**config.mk**
```make
export PLATFORM = sky130hd
export DESIGN_NAME = counter_event_arbiter
export DESIGN_NICKNAME = d
export VERILOG_FILES = /design/src/rtl/counter_event_arbiter.sv
export SDC_FILE = /design/constraint.sdc
export NUM_CORES = 1
export LEC_CHECK = 0
export ABC_AREA = 0
export CAP_MARGIN = 10
export CORE_MARGIN = 2
export CORE_UTILIZATION = 56
export DETAILED_ROUTE_END_ITERATION = 10
export GPL_TIMING_DRIVEN = 0
export HOLD_SLACK_MARGIN = 0.08
export PLACE_DENSITY_LB_ADDON = 0.15
export SLEW_MARGIN = 20
export SYNTH_ARGS = -nofsm -noshare
export SYNTH_HDL_FRONTEND = slang
export SYNTH_SLANG_ARGS = --single-unit
export TNS_END_PERCENT = 10
```
**constraint.sdc**
```tcl
create_clock -name clk -period 7.7 [get_ports clk]
set_clock_uncertainty 0.05 [all_clocks]
set_input_delay 1.54 -clock clk [delete_from_list [all_inputs] [get_ports clk]]
set_output_delay 1.54 -clock clk [all_outputs]
set_load 0.1 [all_outputs]
```
**src/rtl/counter_event_arbiter.sv**
```systemverilog
// Four edge-event sources (KEY/SW) feed saturating pending counters that a round-robin
// arbiter drains into two 7-bit up/down counters. Optional input debounce: DEBOUNCE_FILTER_EN.
module counter_event_arbiter #(
  parameter int DB_CYCLES = 4
) (
  input  logic       clk,
  input  logic       rst,
  input  logic [1:0] KEY,
  input  logic [1:0] SW,
  input  logic       clr_drop,
  output logic [6:0] count_KEY,
  output logic [6:0] count_SW,
  output logic [7:0] pending,
  output logic [3:0] grant,
  output logic [3:0] drop_flag
);

  // Source order: {SW[1], SW[0], KEY[1], KEY[0]} = {src3, src2, src1, src0}
  logic [3:0] raw;
  logic [3:0] cur;
  logic [3:0] prev;
  logic [3:0] ev;

  assign raw = {SW[1], SW[0], KEY[1], KEY[0]};

`ifdef DEBOUNCE_FILTER_EN
  logic [3:0]  filt;
  logic [15:0] db_cnt [4];

  // filt follows raw only after DB_CYCLES consecutive differing samples
  always_ff @(posedge clk) begin
    if (!rst) begin
      filt <= raw;
      for (int i = 0; i < 4; i++) db_cnt[i] <= '0;
    end else begin
      for (int i = 0; i < 4; i++) begin
        if (raw[i] != filt[i]) begin
          if (db_cnt[i] == 16'(DB_CYCLES - 1)) begin
            filt[i]   <= raw[i];
            db_cnt[i] <= '0;
          end else begin
            db_cnt[i] <= db_cnt[i] + 16'd1;
          end
        end else begin
          db_cnt[i] <= '0;
        end
      end
    end
  end

  assign cur = filt;
`else
  assign cur = raw;
`endif

  always_ff @(posedge clk) begin
    if (!rst) prev <= raw;
    else      prev <= cur;
  end

  assign ev = {prev[3] & ~cur[3], ~prev[2] & cur[2], ~prev[1] & cur[1], prev[0] & ~cur[0]};

  logic [1:0] pend     [4];
  logic [1:0] pend_nxt [4];
  logic [3:0] drop_set;
  logic [3:0] gnt_vec;
  logic [1:0] ptr;
  logic [1:0] sel;
  logic [1:0] idx;
  logic       sel_valid;

  assign pending = {pend[3], pend[2], pend[1], pend[0]};

  // Round-robin search starting one past the last granted source
  always_comb begin
    sel_valid = 1'b0;
    sel       = ptr;
    idx       = ptr;
    for (int k = 1; k <= 4; k++) begin
      idx = ptr + 2'(k);
      if (!sel_valid && pend[idx] != 2'd0) begin
        sel_valid = 1'b1;
        sel       = idx;
      end
    end
  end

  always_comb begin
    drop_set = '0;
    gnt_vec  = '0;
    for (int i = 0; i < 4; i++) begin
      gnt_vec[i]  = sel_valid && (sel == 2'(i));
      pend_nxt[i] = pend[i];
      if (ev[i] && !gnt_vec[i]) begin
        if (pend[i] == 2'd3) drop_set[i] = 1'b1;
        else                 pend_nxt[i] = pend[i] + 2'd1;
      end else if (!ev[i] && gnt_vec[i]) begin
        pend_nxt[i] = pend[i] - 2'd1;
      end
    end
  end

  always_ff @(posedge clk) begin
    if (!rst) begin
      for (int i = 0; i < 4; i++) pend[i] <= 2'd0;
      ptr       <= 2'd3;
      count_KEY <= '0;
      count_SW  <= '0;
      grant     <= '0;
      drop_flag <= '0;
    end else begin
      for (int i = 0; i < 4; i++) pend[i] <= pend_nxt[i];
      // A drop in the same cycle as clr_drop wins
      drop_flag <= (clr_drop ? 4'b0000 : drop_flag) | drop_set;
      grant     <= gnt_vec;
      if (sel_valid) begin
        ptr <= sel;
        case (sel)
          2'd0: count_KEY <= count_KEY + 7'd1;
          2'd1: count_KEY <= count_KEY - 7'd1;
          2'd2: count_SW  <= count_SW + 7'd1;
          default: count_SW <= count_SW - 7'd1;
        endcase
      end
    end
  end

endmodule

```
==> parameters.txt, run 1 <==
Parameter                              Value

Outcome
  Outcome    completed

Synthesis
  Number of register bits inferred by synthesis    38
  Prevailing post-synth register cell    dfxtp_1
  Sequential-to-total area share from yosys stat    38.2%
  Largest cells by area after synthesis    dfxtp_1 38%, ha_1 6.3%, a21oi_1 5.3%
  Most repeated cell in the gate-level netlist after synthesis    dfxtp_1
  Count of distinct cell types in the synthesized netlist    44
  Async SR Flop Fraction    0%
  Most used standard cells in the synthesized netlist    38 x dfxtp_1, 21 x a21oi_1, 16 x nand2_1
  Total standard cell area after synthesis    0.00199 mm^2
  Per-instance average area after synthesis    8.97 um^2
  Synth Net Count    241
  EDFF count, synth    0
  Fraction of synthesized cell area taken by the top area cell type    38.2%
  Synth warn    0
  Yosys top cell by area    dfxtp_1
  Syn Inst Count    222

GRT
  Pin count of the biggest net entering global routing    11
  GRT Residual Overflow    0
  Initial antenna violation count    0
  First-pass GRT wire length    7780 um
  Vias in the first global route    1821
  GRT Total Usage    23.9%

Die
  Std-Cell Core Area    0.00336 mm^2
  Number of rows in the core area    21
  Die footprint    0.00405 mm^2
  Vert. Die Dim    63.6 um
  Top-level port count    37
  Initial standard-cell utilization of the core    59.2%
  Floorplan die width    63.6 um

Final layout
  Net total in the final layout    283
  Area added between synthesis and finish    22.8%
  Post-route insts no fill    310
  Fillers    299
  Ant. Diodes    0
  Share of cells above drive strength 1    5.30%

Setup path
  Slowest-stage cell, CP    clkdlybuf4s50_1
  Type of the setup path with the least slack    reg -> out
  CP Max Fanout    9
  Number of buffers and inverters on the critical path    1
  Startpoint type of the worst setup path    register
  Largest delay share family, worst path    buffers and inverters
  Endpoint class of the critical path    output port
  Longest individual stage delay on the worst path    1.19 ns
  Arrival time of data at the critical path endpoint    2.01 ns
  Critical-path cell list    clkdlybuf4s50_1
  Worst endpoint required time    6.11 ns

Place
  Post-DP HPWL    3240 um
  Total placed cells including tap cells    303
  RePlAce Congestion    0.839
  Number of port buffers    35
  Pre-CTS setup slack    4.28 ns

STA
  Unrepaired setup endpoints after global routing    false
  Final setup TNS    0 ns
  Least-Margin Pin Slew    0.988 ns
  Fmax    278 MHz
  PnR worst setup slack    4.10 ns
  Final worst-path cycle share    46.8%
  Number of pins exceeding their max-slew limit in the final report    0
  Max-slew headroom    34.0%
  Number of hold violations in the final report    0
  Setup-violating endpoint count in the final report    0
  Shortest clock period the worst path allows after layout    3.60 ns

Route
  Number of nets with antenna violations after routing    0
  Post-route DRC    0
  Number of optimization iterations in the first detailed-route pass    4
  Drt initial violations    121
  Via count    1807
  Average wire length per cell after detail routing    14.4 um
  Routed Wire Length    4450 um
  Routed via count divided by cell count    5.83

Job
  Max cap viols    0

Clock tree
  Setup fix buffers added after clock tree synthesis    0
  Clock insertion delay at the later pin of the skew report    0.33 ns
  Clock sink count    38
  Number of gates resized after CTS    0
  Total of hold buffers inserted after clock tree synthesis    0
  Buffers from clock root to sink, at most    2
  Maximum level of the CTS H-tree    2
  CTS Root Cell    clkbuf_4
  Clock input transition at the sequential cells of the worst setup and hold paths    0.11 ns
  Cts bufs inserted    5
  TritonCTS clock tree    yes

Min path
  Type of the worst min-delay path    reg -> reg
-- final cells by class --
type                    instances  area (um^2)  area share [%]
plain buffers                   7         35.0            1.43
clock buffers                   7         45.0            1.84
inverters                       6         22.5           0.922
multi-input cells             171         1170            48.0
flip-flops and latches         38          761            31.1
well taps                      46         57.6            2.36
repair buffers                 35          350            14.3
-- state kept, by name, indices dropped and copies added (netlist names), named ones only --
signal     count
prev           4
ptr            2
grant          4
count_SW       7
drop_flag      4
count_KEY      7
pend           8
-- stage by stage --
| step | instance area, um^2 | hold slack (ns) | util [%] |
|---|---|---|---|
| after floorplan | 1990 | 0.585 | - |
| after global placement | 2400 | 0.409 | 71.3 |
| after detailed placement | 2400 | 0.416 | 71.3 |
| after CTS | 2440 | 0.435 | 72.7 |
| after global routing | 2440 | 0.457 | 72.7 |
| final | 2440 | 0.432 | 72.7 |
-- per-layer routing --
metal / vias to the layer above / global-route usage [%] / routed length [um]
met4: 0 / 7.34 / 39
met2: 37 / 42.5 / 2200
met3: 5 / 5.89 / 207
met1: 862 / 28.3 / 2010
li1: 903 / - / -
met5: - / 0 / 0
-- cell usage in the layout (no fill, tap or decap), drive strengths merged, types with 7 or more instances in the layout --
master         count
nor2              16
clkbuf            11
nand2b             7
o21ai             15
xnor2              8
a21oi             21
ha                10
nand2             16
clkdlybuf4s50     35
dfxtp             38
nor2b              8
-- kinds of logic after synthesis --
logic type | share of synthesized area, %
flip-flops | 38.2
buffers and inverters | 2.89
adder cells (fa/ha/maj) | 8.30
AND/OR/NAND/NOR | 18.5
AO/OA/AOI/OAI | 26.3
multiplexers | 2.26
XOR/XNOR | 3.52
-- worst paths after layout --
path	startpoint	to	slack [ns]	depth (start not counted)
worst min register to register	count_SW[4]	count_SW[4]	0.43	2
worst max register to register	pend[1][0]	count_SW[6]	4.20	12
worst min-delay path	count_SW[4]	count_SW[4]	0.43	2
worst max-delay path	pend[3][0]	pending[6]	4.10	1
Power of run 1 is not shown: default switching activity piles up to over one toggle a cycle in this logic, so the estimate is an artifact.
==> run 2, diff against run 1 <==
--- a/config.mk
+++ b/config.mk
@@ -8,7 +8,7 @@
 export ABC_AREA = 0
 export CAP_MARGIN = 10
 export CORE_MARGIN = 2
-export CORE_UTILIZATION = 56
+export CORE_UTILIZATION = 52
 export DETAILED_ROUTE_END_ITERATION = 10
 export GPL_TIMING_DRIVEN = 0
 export HOLD_SLACK_MARGIN = 0.08
==> constraint.sdc (replaced) <==
create_clock -name clk -period 3.5 [get_ports clk]
set_clock_uncertainty 0.05 [all_clocks]
set_input_delay 0.7 -clock clk [delete_from_list [all_inputs] [get_ports clk]]
set_output_delay 0.7 -clock clk [all_outputs]
set_load 0.1 [all_outputs]
==> run 2 against run 1 <==
Non-clock buffer count did not move. Highest routed layer unchanged. Design area increased by 3.2%. Die area up 7.2%. Critical path depth up 11. Cell count increased by 0.97%. Setup slack worse by 3.9 ns. Critical path type is now reg -> reg. Sequential cell count unchanged.
==> parameters.txt, run 2 (same netlist as run 1, synthesis figures left out) <==
Parameter                              Value

Setup path
  Crit. Startpoint    pend[3][1] (was pend[3][0])
  Critical-path cell list    or2_1 -> a221oi_1 -> o21a_1 -> buf_4 -> nor2_1 -> fa_1 -> a211oi_2 -> o21bai_1 -> a21oi_1 -> xnor2_1 -> or3_1 -> a21oi_1 (was clkdlybuf4s50_1)
  CP Max Fanout    10 (was 9)
  Launching point of the worst reg2reg path    pend[3][1] (was pend[1][0])
  Worst endpoint required time    3.67 ns (was 6.11 ns)
  Register-to-Register Setup Slack    0.24 ns (was 4.20 ns)
  Longest individual stage delay on the worst path    0.46 ns (was 1.19 ns)
  Arrival time of data at the critical path endpoint    3.43 ns (was 2.01 ns)
  Cell with the most instances on the worst path    a21oi_1
  Logic depth of the worst path, buffers included    12 (was 1)
  Type of the setup path with the least slack    reg -> reg (was reg -> out)
  Largest delay share family, worst path    compound AO/OA/AOI/OAI gates (was buffers and inverters)
  Endpoint of the most critical setup path    count_KEY[6] (was pending[6])
  Cells on worst reg2reg path    12 (unchanged)
  Endpoint class of the critical path    register (was output port)
  Capturing point of the worst reg2reg path    count_KEY[6] (was count_SW[6])
  Number of buffers and inverters on the critical path    1 (unchanged)
  Slowest-stage cell, CP    fa_1 (was clkdlybuf4s50_1)
  Startpoint type of the worst setup path    register (unchanged)

Outcome
  Outcome    completed (unchanged)

STA
  Final worst-path cycle share    93.0%
  Least-Margin Pin Slew    0.980 ns (was 0.988 ns)
  Unrepaired setup endpoints after global routing    false (unchanged)
  Number of pins exceeding their max-slew limit in the final report    0 (unchanged)
  Number of hold violations in the final report    0 (unchanged)
  Fmax    307 MHz
  Max-slew headroom    34.4% (was 34.0%)
  Setup-violating endpoint count in the final report    0 (unchanged)
  Final setup TNS    0 ns (unchanged)
  Shortest clock period the worst path allows after layout    3.26 ns

Die
  Number of rows in the core area    22 (was 21)
  Std-Cell Core Area    0.00366 mm^2 (was 0.00336 mm^2)
  Initial standard-cell utilization of the core    54.4% (was 59.2%)
  Die footprint    0.00434 mm^2 (was 0.00405 mm^2)
  Vert. Die Dim    65.9 um (was 63.6 um)
  Top-level port count    37 (unchanged)
  Floorplan die width    65.9 um (was 63.6 um)

GRT
  Pin count of the biggest net entering global routing    12 (was 11)
  Vias in the first global route    1722 (was 1821)
  GRT Residual Overflow    0 (unchanged)
  Initial antenna violation count    0 (unchanged)
  GRT Total Usage    22.3% (was 23.9%)
  First-pass GRT wire length    7460 um (was 7780 um)

Final layout
  Ant. Diodes    0 (unchanged)
  Flip-flop count of the largest register, all copies and words added    8 (unchanged)
  Reg with most FFs    pend (unchanged)
  Fillers    295 (was 299)
  Net total in the final layout    283 (unchanged)
  Layout Cell Area excl Fill    0.00252 mm^2 (was 0.00244 mm^2)
  Top flop regs    pend: 8 flops, count_KEY: 7 flops, count_SW: 7 flops (unchanged)
  Area added between synthesis and finish    26.7% (was 22.8%)
  Most frequent standard cell in the layout excluding fill and tap cells    clkdlybuf4s50_1 (was dfxtp_1)
  Most frequent cells in the layout    35 x clkdlybuf4s50_1, 30 x dfxtp_1, 21 x a21oi_1 (was 38 x dfxtp_1, 35 x clkdlybuf4s50_1, 21 x a21oi_1)
  Share of cells above drive strength 1    10.6% (was 5.30%)

Clock tree
  Clock sink count    38 (unchanged)
  TritonCTS clock tree    yes (unchanged)
  CTS Root Cell    clkbuf_8 (was clkbuf_4)
  Clock input transition at the sequential cells of the worst setup and hold paths    0.07 ns (was 0.11 ns)
  Setup fix buffers added after clock tree synthesis    0 (unchanged)
  Total of hold buffers inserted after clock tree synthesis    0 (unchanged)
  Buffers from clock root to sink, at most    2 (unchanged)
  Cts bufs inserted    5 (unchanged)
  Number of gates resized after CTS    0 (unchanged)
  Maximum level of the CTS H-tree    2 (unchanged)
  Clock insertion delay at the later pin of the skew report    0.29 ns (was 0.33 ns)

Place
  Total cell area at the placement stage    0.00241 mm^2 (was 0.00240 mm^2)
  Post-DP HPWL    3220 um (was 3240 um)
  RePlAce Congestion    0.845 (was 0.839)
  Number of port buffers    35 (unchanged)

Route
  Number of nets with antenna violations after routing    0 (unchanged)
  Routed Wire Length    4530 um (was 4450 um)
  Post-route DRC    0 (unchanged)
  Average wire length per cell after detail routing    14.5 um (was 14.4 um)
  Routed via count divided by cell count    5.81 (was 5.83)
  Drt initial violations    115 (was 121)
  Via count    1817 (was 1807)
  Number of optimization iterations in the first detailed-route pass    4 (unchanged)

Job
  Max cap viols    0 (unchanged)

Min path
  Type of the worst min-delay path    reg -> reg (unchanged)
-- run 2: layer usage --
metal,part of all wire [%],track usage [%],wire (um)
met1,46,27.2,2060
met2,48,36.4,2180
met3,3.9,5.11,175
met4,2.4,11.7,110
met5,0,0,0
-- run 2: how the worst min path moves through the flow --
stage / cells after the start / endpoint / startpoint / slack [ns]
3_3_place_gp: 2 / count_SW[4] / count_SW[4] / 0.41
6_report: 2 / count_SW[3] / count_SW[3] / 0.42
4_1_cts: 2 / count_SW[3] / count_SW[3] / 0.43
2_1_floorplan: 3 / pend[0][1] / prev[0] / 0.58
5_1_grt: 2 / count_SW[3] / count_SW[3] / 0.45
3_5_place_dp: 2 / count_SW[3] / count_SW[3] / 0.42
-- run 2: cell type report --
cell class | count | area, um^2 | share of cell area [%]
flip-flops and latches | 38 | 771 | 30.6
repair buffers | 35 | 350 | 13.9
inverters | 6 | 22.5 | 0.893
clock inverters | 1 | 5.00 | 0.199
plain buffers | 7 | 35.0 | 1.39
well taps | 48 | 60.1 | 2.38
multi-input cells | 171 | 1190 | 47.2
clock buffers | 7 | 86.3 | 3.42
-- run 2: per-stage QoR --
step	hold WS, ns	worst slack (ns)	utilization [%]	cells
6_report	0.419	0.244	68.9	313
5_1_grt	0.446	0.0372	68.9	313
4_1_cts	0.427	0.110	68.4	313
3_5_place_dp	0.416	0.141	65.9	305
3_3_place_gp	0.412	0.151	65.9	305
2_1_floorplan	0.577	0.217	-	222
-- run 2: tightest hold or removal path, stage by stage, from the launching register on --
cell and delay, ns:
dfxtp_1 0.32, nand2_1 0.06, a21oi_1 0.05
Power of run 2 is left out for the same reason.
==> run 3, diff against run 2 <==
--- a/config.mk
+++ b/config.mk
@@ -13,6 +13,7 @@
 export GPL_TIMING_DRIVEN = 0
 export HOLD_SLACK_MARGIN = 0.08
 export PLACE_DENSITY_LB_ADDON = 0.15
+export SKIP_LAST_GASP = 1
 export SLEW_MARGIN = 20
 export SYNTH_ARGS = -nofsm -noshare
 export SYNTH_HDL_FRONTEND = slang
==> run 3 against run 2 <==
First-iteration DRC count grew 8.7%. Global-route usage unchanged. Design area shrank 0.45%. Cell count is the same. Critical path type unchanged. Largest cell class unchanged. Highest routed layer unchanged.
==> parameters.txt, run 3 (same netlist as run 1, synthesis figures left out) <==
Parameter                              Value

Outcome
  Outcome    completed (unchanged)

Setup path
  Launching point of the worst reg2reg path    pend[1][0] (was pend[3][1])
  Register-to-Register Setup Slack    0.15 ns (was 0.24 ns)
  Startpoint type of the worst setup path    register (unchanged)
  Type of the setup path with the least slack    reg -> reg (unchanged)
  CP Max Fanout    10 (unchanged)
  Endpoint class of the critical path    register (unchanged)
  Slowest-stage cell, CP    fa_1 (unchanged)
  Worst endpoint required time    3.67 ns (about the same)
  Critical-path cell list    or2_1 -> a221oi_1 -> o21a_1 -> buf_4 -> nor2_1 -> fa_1 -> a211oi_1 -> o21bai_1 -> a21oi_1 -> xnor2_1 -> or3_1 -> a21oi_1 (was or2_1 -> a221oi_1 -> o21a_1 -> buf_4 -> nor2_1 -> fa_1 -> a211oi_2 -> o21bai_1 -> a21oi_1 -> xnor2_1 -> or3_1 -> a21oi_1)
  Cells on worst reg2reg path    12 (unchanged)
  Capturing point of the worst reg2reg path    count_KEY[6] (unchanged)
  Arrival time of data at the critical path endpoint    3.52 ns (was 3.43 ns)
  Cell with the most instances on the worst path    a21oi_1 (unchanged)
  Longest individual stage delay on the worst path    0.45 ns (was 0.46 ns)

Final layout
  Share of cells above drive strength 1    9.81% (was 10.6%)
  Post-route insts no fill    313 (unchanged)
  Fillers    295 (unchanged)
  Ant. Diodes    0 (unchanged)
  Sequential standard cell area    771 um^2 (unchanged)
  Most frequent standard cell in the layout excluding fill and tap cells    clkdlybuf4s50_1 (unchanged)
  Top flop regs    pend: 8 flops, count_KEY: 7 flops, count_SW: 7 flops (unchanged)
  Area added between synthesis and finish    26.1% (was 26.7%)
  Most frequent cells in the layout    35 x clkdlybuf4s50_1, 30 x dfxtp_1, 21 x a21oi_1 (unchanged)
  Flip-flop count of the largest register, all copies and words added    8 (unchanged)
  Area of the multi-input gates    0.00118 mm^2 (was 0.00119 mm^2)
  Reg with most FFs    pend (unchanged)
  Net total in the final layout    283 (unchanged)

STA
  Setup-violating endpoint count in the final report    0 (unchanged)
  Least-Margin Pin Slew    0.980 ns (about the same)
  Final worst-path cycle share    95.8% (was 93.0%)
  Fmax    298 MHz (was 307 MHz)
  Unrepaired setup endpoints after global routing    true (was false)
  Shortest clock period the worst path allows after layout    3.35 ns (was 3.26 ns)
  Max-slew headroom    34.4% (about the same)
  Number of pins exceeding their max-slew limit in the final report    0 (unchanged)
  Number of hold violations in the final report    0 (unchanged)
  Final hold slack    0.418 ns (was 0.419 ns)
  Final setup TNS    0 ns (unchanged)

GRT
  Pin count of the biggest net entering global routing    12 (unchanged)
  GRT Total Usage    22.3% (unchanged)
  Initial antenna violation count    0 (unchanged)
  Vias in the first global route    1722 (unchanged)
  First-pass GRT wire length    7460 um (unchanged)
  GRT Residual Overflow    0 (unchanged)

Route
  Number of optimization iterations in the first detailed-route pass    4 (unchanged)
  Drt initial violations    125 (was 115)
  Number of nets with antenna violations after routing    0 (unchanged)
  Routed via count divided by cell count    5.81 (about the same)
  Average wire length per cell after detail routing    14.3 um (was 14.5 um)
  Via count    1818 (was 1817)
  Routed Wire Length    4490 um (was 4530 um)
  Post-route DRC    0 (unchanged)

Die
  Top-level port count    37 (unchanged)
  Die footprint    0.00434 mm^2 (unchanged)
  Initial standard-cell utilization of the core    54.4% (unchanged)
  Std-Cell Core Area    0.00366 mm^2 (unchanged)
  Floorplan die width    65.9 um (unchanged)
  Number of rows in the core area    22 (unchanged)
  Vert. Die Dim    65.9 um (unchanged)

Clock tree
  Buffers from clock root to sink, at most    2 (unchanged)
  Clock insertion delay at the later pin of the skew report    0.29 ns (about the same)
  Clock input transition at the sequential cells of the worst setup and hold paths    0.07 ns (about the same)
  CTS Root Cell    clkbuf_8 (unchanged)
  TritonCTS clock tree    yes (unchanged)
  Total of hold buffers inserted after clock tree synthesis    0 (unchanged)
  Cts bufs inserted    5 (unchanged)
  Setup fix buffers added after clock tree synthesis    0 (unchanged)
  Clock sink count    38 (unchanged)
  Maximum level of the CTS H-tree    2 (unchanged)

Min path
  Number of cells on the worst hold path    2 (unchanged)
  Worst hold path startpoint    count_SW[3] (unchanged)
  Hold-critical path endpoint    count_SW[3] (unchanged)
  Type of the worst min-delay path    reg -> reg (unchanged)

Place
  Total placed cells including tap cells    305 (unchanged)
  Number of port buffers    35 (unchanged)
  Post-DP HPWL    3220 um (unchanged)
  RePlAce Congestion    0.845 (unchanged)

Job
  Max cap viols    0 (unchanged)
[run 3: metrics by stage]
step,area [um^2],worst slack [ns],util [%]
finish,2510,0.146,68.6
global route,2510,-0.0739,68.6
CTS,2500,0.110,68.4
detailed placement,2410,0.141,65.9
global placement,2410,0.151,65.9
floorplan,2000,0.217,-
[run 3: timing repair]
action                     in CTS  in global routing
hold endpoints to repair        0                  0
resized for setup               0                  2
setup endpoints to repair       0                  2
[run 3: worst max-delay path: cells and delay by family (launching register included)]
kind,cells,cell delay [ns]
adder cells (fa/ha/maj),1,0.45
XOR/XNOR,1,0.09
buffers and inverters,1,0.21
flip-flops,1,0.36
AO/OA/AOI/OAI,6,1.38
AND/OR/NAND/NOR,3,0.75
[run 3: worst max path at each step]
stage / slack, ns / cells past startpoint / startpoint / to
floorplan: 0.22 / 12 / pend[1][0] / count_SW[6]
global placement: 0.15 / 12 / pend[1][0] / count_SW[6]
CTS: 0.11 / 12 / pend[1][0] / count_SW[6]
global route: -0.07 / 12 / pend[1][0] / count_KEY[6]
detailed placement: 0.14 / 12 / pend[1][0] / count_SW[6]
finish: 0.15 / 12 / pend[1][0] / count_KEY[6]
[run 3: final cells by class]
cell class,count,share of cell area (%)
inverters,6,0.897
clock buffers,7,3.44
multi-input cells,171,47.0
repair buffers,35,14.0
plain buffers,7,1.40
clock inverters,1,0.199
flip-flops and latches,38,30.7
well taps,48,2.39
[run 3: layer usage]
metal  routed length (um)  global-route usage (%)  vias to the layer above
met3                  166                    5.11                       12
met4                  102                    11.7                        0
met2                 2180                    36.4                       37
met5                    0                       0                        -
met1                 2040                    27.2                      859
li1                     -                       -                      910
Power of run 3 is left out for the same reason.
